--- src/rtl/load_store_unit.sv ---
// Byte/halfword/word load-store initiator for one port of a word-wide memory without byte enables.
// Optional macro LSU_MISALIGN_TRAP_EN: misaligned requests answer with resp_error instead of aligning.
module load_store_unit #(
    parameter int ADDR_WIDTH = 12
) (
    input  logic        clk,
    input  logic        rst_n,
    input  logic        req_valid,
    output logic        req_ready,
    input  logic        req_write,
    input  logic [1:0]  req_size,
    input  logic        req_unsigned,
    input  logic [31:0] req_address,
    input  logic [31:0] req_write_data,
    output logic        resp_valid,
    output logic [31:0] resp_read_data,
    output logic        resp_error,
    output logic        memory_write_enable,
    output logic [31:0] memory_access_address,
    output logic [31:0] memory_write_data,
    input  logic [31:0] memory_read_data
);

    typedef enum logic [2:0] {IDLE, ISSUE, WAIT, WRITE, RESP} state_t;

    state_t      state;
    logic [1:0]  size_q;
    logic        uns_q;
    logic        write_q;
    logic [1:0]  off_q;
    logic [15:0] wdata_q;

    logic        misalign;
    logic [1:0]  off_eff;
    logic        unused_addr_hi;

    assign unused_addr_hi = ^req_address[31:ADDR_WIDTH+2];

    // Offsets below natural alignment are dropped; with the trap on they never reach memory anyway.
    assign off_eff = req_size[1]        ? 2'b00 :
                     (req_size == 2'b01) ? {req_address[1], 1'b0} : req_address[1:0];

`ifdef LSU_MISALIGN_TRAP_EN
    assign misalign = ((req_size == 2'b01) && req_address[0]) ||
                      (req_size[1] && (req_address[1:0] != 2'b00));
`else
    assign misalign = 1'b0;
`endif

    function automatic logic [31:0] extract(input logic [31:0] w, input logic [1:0] sz,
                                            input logic [1:0] off, input logic uns);
        logic [7:0]  b;
        logic [15:0] h;
        logic [31:0] r;
        b = 8'(w >> {off, 3'b000});
        h = off[1] ? w[31:16] : w[15:0];
        case (sz)
            2'b00:   r = uns ? {24'd0, b} : {{24{b[7]}}, b};
            2'b01:   r = uns ? {16'd0, h} : {{16{h[15]}}, h};
            default: r = w;
        endcase
        return r;
    endfunction

    function automatic logic [31:0] merge(input logic [31:0] w, input logic [1:0] sz,
                                          input logic [1:0] off, input logic [15:0] d);
        logic [31:0] r;
        r = w;
        if (sz == 2'b00)
            r[{off, 3'b000} +: 8] = d[7:0];
        else if (off[1])
            r[31:16] = d;
        else
            r[15:0] = d;
        return r;
    endfunction

    always_ff @(posedge clk or negedge rst_n) begin
        if (!rst_n) begin
            state                 <= IDLE;
            req_ready             <= 1'b1;
            resp_valid            <= 1'b0;
            resp_read_data        <= 32'd0;
            resp_error            <= 1'b0;
            memory_write_enable   <= 1'b0;
            memory_access_address <= 32'd0;
            memory_write_data     <= 32'd0;
            size_q                <= 2'b00;
            uns_q                 <= 1'b0;
            write_q               <= 1'b0;
            off_q                 <= 2'b00;
            wdata_q               <= 16'd0;
        end else begin
            case (state)
                IDLE: if (req_valid) begin
                    req_ready <= 1'b0;
                    size_q    <= req_size;
                    uns_q     <= req_unsigned;
                    write_q   <= req_write;
                    off_q     <= off_eff;
                    wdata_q   <= req_write_data[15:0];
                    if (misalign) begin
                        resp_valid <= 1'b1;
                        resp_error <= 1'b1;
                        state      <= RESP;
                    end else begin
                        memory_access_address <= {{(32-ADDR_WIDTH){1'b0}}, req_address[ADDR_WIDTH+1:2]};
                        memory_write_enable   <= req_write & req_size[1];
                        if (req_write && req_size[1])
                            memory_write_data <= req_write_data;
                        state <= ISSUE;
                    end
                end
                ISSUE: begin
                    memory_write_enable <= 1'b0;
                    if (write_q && size_q[1]) begin
                        resp_valid <= 1'b1;
                        state      <= RESP;
                    end else begin
                        state <= WAIT;
                    end
                end
                WAIT: begin
                    if (write_q) begin
                        memory_write_data   <= merge(memory_read_data, size_q, off_q, wdata_q);
                        memory_write_enable <= 1'b1;
                        state               <= WRITE;
                    end else begin
                        resp_read_data <= extract(memory_read_data, size_q, off_q, uns_q);
                        resp_valid     <= 1'b1;
                        state          <= RESP;
                    end
                end
                WRITE: begin
                    memory_write_enable <= 1'b0;
                    resp_valid          <= 1'b1;
                    state               <= RESP;
                end
                RESP: begin
                    resp_valid     <= 1'b0;
                    resp_read_data <= 32'd0;
                    resp_error     <= 1'b0;
                    req_ready      <= 1'b1;
                    state          <= IDLE;
                end
                default: state <= IDLE;
            endcase
        end
    end

endmodule

--- config.mk ---
export PLATFORM = sky130hd
export DESIGN_NAME = load_store_unit
export DESIGN_NICKNAME = d
export VERILOG_FILES = /design/src/rtl/load_store_unit.sv
export SDC_FILE = /design/constraint.sdc
export NUM_CORES = 1
export LEC_CHECK = 0
export CORE_MARGIN = 2
export CORE_UTILIZATION = 69
export CTS_BUF_LIST = sky130_fd_sc_hd__clkbuf_16
export DETAILED_ROUTE_END_ITERATION = 8
export DONT_BUFFER_PORTS = 1
export PLACE_DENSITY = 0.95
export RECOVER_POWER = 50
export SETUP_SLACK_MARGIN = 0.5
export SYNTH_ARGS = -nofsm -noshare
export SYNTH_HDL_FRONTEND = slang
export SYNTH_SLANG_ARGS = --single-unit
--- constraint.sdc ---
create_clock -name clk -period 5.7 [get_ports clk]
set_clock_uncertainty 0.2 [all_clocks]
set_input_delay 1.71 -clock clk [delete_from_list [all_inputs] [get_ports clk]]
set_output_delay 1.71 -clock clk [all_outputs]
set_load 0.005 [all_outputs]
==> flow_summary.toml, run 1 <==
[yosys]
yosysTopAreaCellShare = 0.438
synth_edf_count = 0
synth_most_common_cell = "dfrtp_1"
netlist_instances = 581
synth_area_leaders = "dfrtp_1 (44%), mux2_2 (6.5%), mux2i_1 (6.1%)"
synthTopCellsByCount = "dfrtp_1 (103), nand2_1 (71), nor2_1 (40), mux2i_1 (36), o21ai_0 (35)"
synth_top_family_by_area = "compound AO/OA/AOI/OAI gates"
yosys_register_bits = 104
async_reset_ff_frac = 1.00
synth_seq_area_share = 0.443
synth_xor_area_frac = 0
synth_compound_area_frac = 0.214
ys_types = 54
yosys.area_share.adder = 0.0106
synthMuxAreaShare = 0.136
postSynth.topFlopCell = "dfrtp_1"
synth_area_per_cell_um2 = 10.1
yosys.area_share.simple = 0.118
yosysWarnings = 0
syn-cell-area_um2 = 5880
synth_top_area_cell = "dfrtp_1"

[cts]
cts_buffer_depth = 2
htreeDepth = 3
postCtsSetupBuffers = 0
clock-root-buffer = "clkbuf_16"
cts_tree = "yes"
cts_num_sinks = 104
postCtsHoldBufs = 0
ctsResizeCount = 0
insertion_delay_ns = 0.34
numCtsBuffers = 9
clk_pin_slew_ns = 0.07

[place]
gp_congestion = 0.865
dpl_cell_area_um2 = 5720
port_buffers = 0
dp_hpwl_um = 10800
dp_slack_ns = 2.32

[final_layout]
final_util = 0.723
stdcell_area_um2 = 5970
n_antenna_cell = 0
drive_above_1_share = 0.121
fill_cells = 567
area_growth_pct = 1.42
nets = 658

[grt]
grt_usage = 0.337
antenna_found_initial = 0
grt_pass1_wl_um = 23500
first_global_vias = 4436
gr-total-overflow = 0
grt_max_degree = 105

[power]
peakVddDrop_v = 0.000448
cellLeakagePower_nw = 2.54
powerDensity_nw_per_um2 = 568

[critical_path]
cp.required_ns = 5.73
crit_type = "reg2reg"
crit_buf_inv = 0
worstPathArrival_ns = 3.21
max_stage_delay_ns = 1.69
crit_fanout = 32
startpoint_type = "flop"
worst_path_max_delay_cell = "o21bai_1"
critPathTopFamily = "compound AO/OA/AOI/OAI gates"
path_cells = "nor3b_1, o21bai_1, nand2_1, o21ai_0"
worstSetupEndpointType = "flop"

[outcome]
status = "finished, violations left"
violations = "capacitance limit, slew limit"

[sta]
hold_viol = 0
clock.fmax_ghz = 0.314
fin_tns_setup_ns = 0
tightest_slew_ns = 2.22
setup_ws_ns = 2.52
fin_crit_sh = 0.558
final-max-slew-violation-count = 33
max-slew-margin-rel = -0.480
period_needed_ns = 3.18
hold_ws_ns = 0.324
grt_setup_unrepaired = "no"
setup_viol = 0

[route]
num_vias = 4695
final_antenna_net_count = 0
via_per_inst = 7.11
drcViolationCount = 0
wl_um = 15500
dr.first_iter.drc_count = 415
dr.pass1.iters = 9
wl_per_cell_um = 23.5

[min_path]
min_path_type = "reg2reg"

[die]
core_um2 = 8260
io_pins = 203
start_util = 0.712
die_h_um = 96.3
die_area_um2 = 9280
row_count = 33
fp.dieW_um = 96.3

[job]
maxCapViolCount = 1
logic make-up (layout without fill, tap and decap cells):
group / count (synthesis) / in the layout
AO/OA/AOI/OAI: 175 / 175
AND/OR/NAND/NOR: 144 / 144
buffers and inverters: 78 / 32
other: 1 / 21
multiplexers: 74 / 74
flip-flops: 104 / 104
adder cells (fa/ha/maj): 5 / 5
layout by cell type, fill, tap and decap left out, types with 2 or more instances in the layout:
master and instances:
nor3_1 3, dfrtp_1 102, mux2_2 34, a211o_1 20
o211ai_1 2, or3b_2 3, nand3b_1 3, mux2i_1 36
a221oi_1 20, ha_1 5, clkbuf_16 9, nor2_1 40
nand3_1 3, mux2_1 3, a22oi_1 18, nand2_1 71
buf_4 4, a31oi_1 30, inv_1 12, o221ai_1 5
a32o_1 8, nor2b_1 2, a21oi_1 16, nor3b_1 2
inv_6 3, a211oi_1 7, o21ai_0 35, nand2b_1 4
clkinv_1 3, conb_1 21, a222oi_1 7
worst register-to-register path: cells and delay by family, from the launching register on:
kind	cells	cell delay (ns)
DFF	1	0.67
and+or+nand+nor	2	0.31
AOI/OAI and AO/OA	2	1.90
report_power, final:
group / switching (mW) / internal (mW)
registers: 0.391 / 1.07
logic: 0.772 / 0.587
clock network: 0.272 / 0.297
total: 1.43 / 1.96
path summary, 6_finish.rpt:
kind                                      startpoint                        end  slack, ns  depth (start not counted)
max                                         state[2]         resp_read_data[12]       2.52                          4
min                        memory_access_address[10]  memory_access_address[10]       0.32                          1
max reg2reg                                 state[2]         resp_read_data[12]       2.52                          4
min reg2reg                memory_access_address[10]  memory_access_address[10]       0.32                          1
max in group asynchronous                      rst_n                  req_ready       4.20                          0
min in group asynchronous                      rst_n         resp_read_data[10]       0.86                          0
per-stage QoR:
step	cells	total power, mW
floorplan	601	2.53
global placement	644	2.70
detailed placement	644	2.79
CTS	660	3.37
global route	660	3.61
finish	660	3.39
area by class of cell:
cell class                      count  area [um^2]  area share
Clock buffer                        9          225      0.0377
Clock inverter                      7         45.0     0.00755
Inverter                           12         45.0     0.00755
Multi-Input combinational cell    419         2890       0.484
Sequential cell                   104         2610       0.437
Tap cell                          105          131      0.0220
Timing Repair Buffer                4         30.0     0.00503
registers in the layout, summed over array words and instances, names as in the netlist:
signal                 flops
state                      3
memory_write_data         32
memory_access_address     12
resp_read_data            32
req_ready                  1
size_q                     2
off_q                      2
resp_valid                 1
memory_write_enable        1
uns_q                      1
write_q                    1
wdata_q                   16
per-layer routing:
layer	track usage	vias up	share of wire
met2	0.554	320	0.50
li1	-	2054	-
met1	0.415	2283	0.36
met4	0.135	0	0.030
met5	0	-	0
met3	0.103	38	0.11
Note: power is estimated with default switching activity, not from simulation.
==> inputs of run 2 (changes only) <==
Settings changed: CORE_UTILIZATION 69 to 58, PLACE_DENSITY 0.95 to 0.86.
Clock period 5.7 ns to 2.7 ns, I/O delays scaled along.
==> flow_summary.toml, run 2 (same netlist as run 1, synthesis figures left out) <==
[outcome]
status = "finished, violations left"
violations = "hold timing"

[final_layout]
top_regs = "memory_write_data x32, resp_read_data x32, wdata_q x16"
drive_above_1_share = 0.153
nets = 671
stdcell_area_um2 = 6190
final_util = 0.630
multi_input_area_um2 = 2940
layout_commonest_cell = "dfrtp_1"
fill_cells = 812
n_antenna_cell = 0
seqCellArea_um2 = 2610
area_growth_pct = 5.19
final_cells = 701
mostFrequentLayoutCells = "dfrtp_1 (101), nand2_1 (71), nor2_1 (41)"

[critical_path]
crit_fanout = 19
crit_type = "reg2reg"
path_cells = "buf_6, mux4_2, nor3b_2, a211oi_1, o21ai_0"
crit_buf_inv = 1
cp.required_ns = 2.72
reg2reg_slack_ns = 0.54
worst_path_max_delay_cell = "mux4_2"
r2r_cells = 5
worstPathArrival_ns = 2.18
r2r-start = "off_q[1]"
critPathTopFamily = "multiplexers"
worstSetupEndpointType = "flop"
startpoint_type = "flop"
timing.rr.end = "resp_read_data[14]"
max_stage_delay_ns = 0.53

[grt]
grt_pass1_wl_um = 24900
antenna_found_initial = 0
grt_max_degree = 105
first_global_vias = 4539
gr-total-overflow = 0
grt_usage = 0.291

[die]
fp.dieW_um = 105
die_area_um2 = 11000
core_um2 = 9820
die_h_um = 105
io_pins = 203
start_util = 0.599
row_count = 36

[sta]
setup_viol = 0
tightest_slew_ns = 0.598
max-slew-margin-rel = 0.600
period_needed_ns = 2.16
final-max-slew-violation-count = 0
clock.fmax_ghz = 0.462
fin_crit_sh = 0.801
hold_viol = 103
setup_ws_ns = 0.538
fin_tns_setup_ns = 0
hold_ws_ns = -0.0464
grt_setup_unrepaired = "no"

[job]
maxCapViolCount = 0

[place]
dp_cells = 681
dpl_cell_area_um2 = 5860
port_buffers = 0
dp_slack_ns = 0.464
dp_hpwl_um = 11600
gp_congestion = 0.910

[cts]
cts_num_sinks = 104
clock-root-buffer = "clkbuf_16"
insertion_delay_ns = 0.34
cts_tree = "yes"
numCtsBuffers = 9
clk_pin_slew_ns = 0.07
cts_buffer_depth = 2
htreeDepth = 3

[route]
drcViolationCount = 0
dr.pass1.iters = 6
via_per_inst = 6.58
wl_per_cell_um = 22.7
dr.first_iter.drc_count = 466
final_antenna_net_count = 0
num_vias = 4615
wl_um = 15900

[power]
peakVddDrop_v = 0.000683
report.power.total_mw = 7.34
powerDensity_nw_per_um2 = 1190
cellLeakagePower_nw = 2.64

[min_path]
min_path_type = "in2async"
run 2: changes by cell type in the layout (fill, tap and decap cells not counted), moves of 2 or more:
cell | previous run | this run
a211oi_1 | 7 | 5
a211oi_2 | 0 | 2
buf_12 | 0 | 3
buf_4 | 4 | 12
buf_6 | 0 | 2
inv_6 | 3 | 1
run 2: timing repair:
item	CTS	global route
hold endpoints to repair	103	103
pin swaps	1	0
gates resized for setup	2	8
setup endpoints to repair	23	34
setup buffers	2	2
run 2: area by class of cell:
class                   instances  area share
clock buffers                   9      0.0364
clock inverters                 7     0.00505
inverters                      12     0.00809
multi-input cells             419       0.475
flip-flops and latches        104       0.421
well taps                     133      0.0269
repair buffers                 17      0.0279
run 2: worst max path at each step:
| stage | start | to | slack (ns) | cells after the start |
|---|---|---|---|---|
| 2_1_floorplan | off_q[1] | memory_write_data[3] | 0.48 | 10 |
| 3_3_place_gp | state[0] | memory_write_data[29] | 0.50 | 4 |
| 3_5_place_dp | memory_read_data[31] | resp_read_data[14] | 0.46 | 4 |
| 4_1_cts | off_q[0] | memory_write_data[7] | 0.50 | 7 |
| 5_1_grt | off_q[1] | resp_read_data[13] | 0.51 | 5 |
| 6_report | off_q[1] | resp_read_data[14] | 0.54 | 5 |
run 2: layer usage:
layer,track usage,share of wire
met2,0.472,0.48
met4,0.123,0.035
met5,0,0
met1,0.346,0.38
met3,0.111,0.10
run 2: power by group:
group	switching, mW	leakage (nW)	internal, mW
sequential	0.726	1.26	2.27
combinational	1.78	1.25	1.42
clock	0.538	0.130	0.607
total	3.04	2.64	4.30
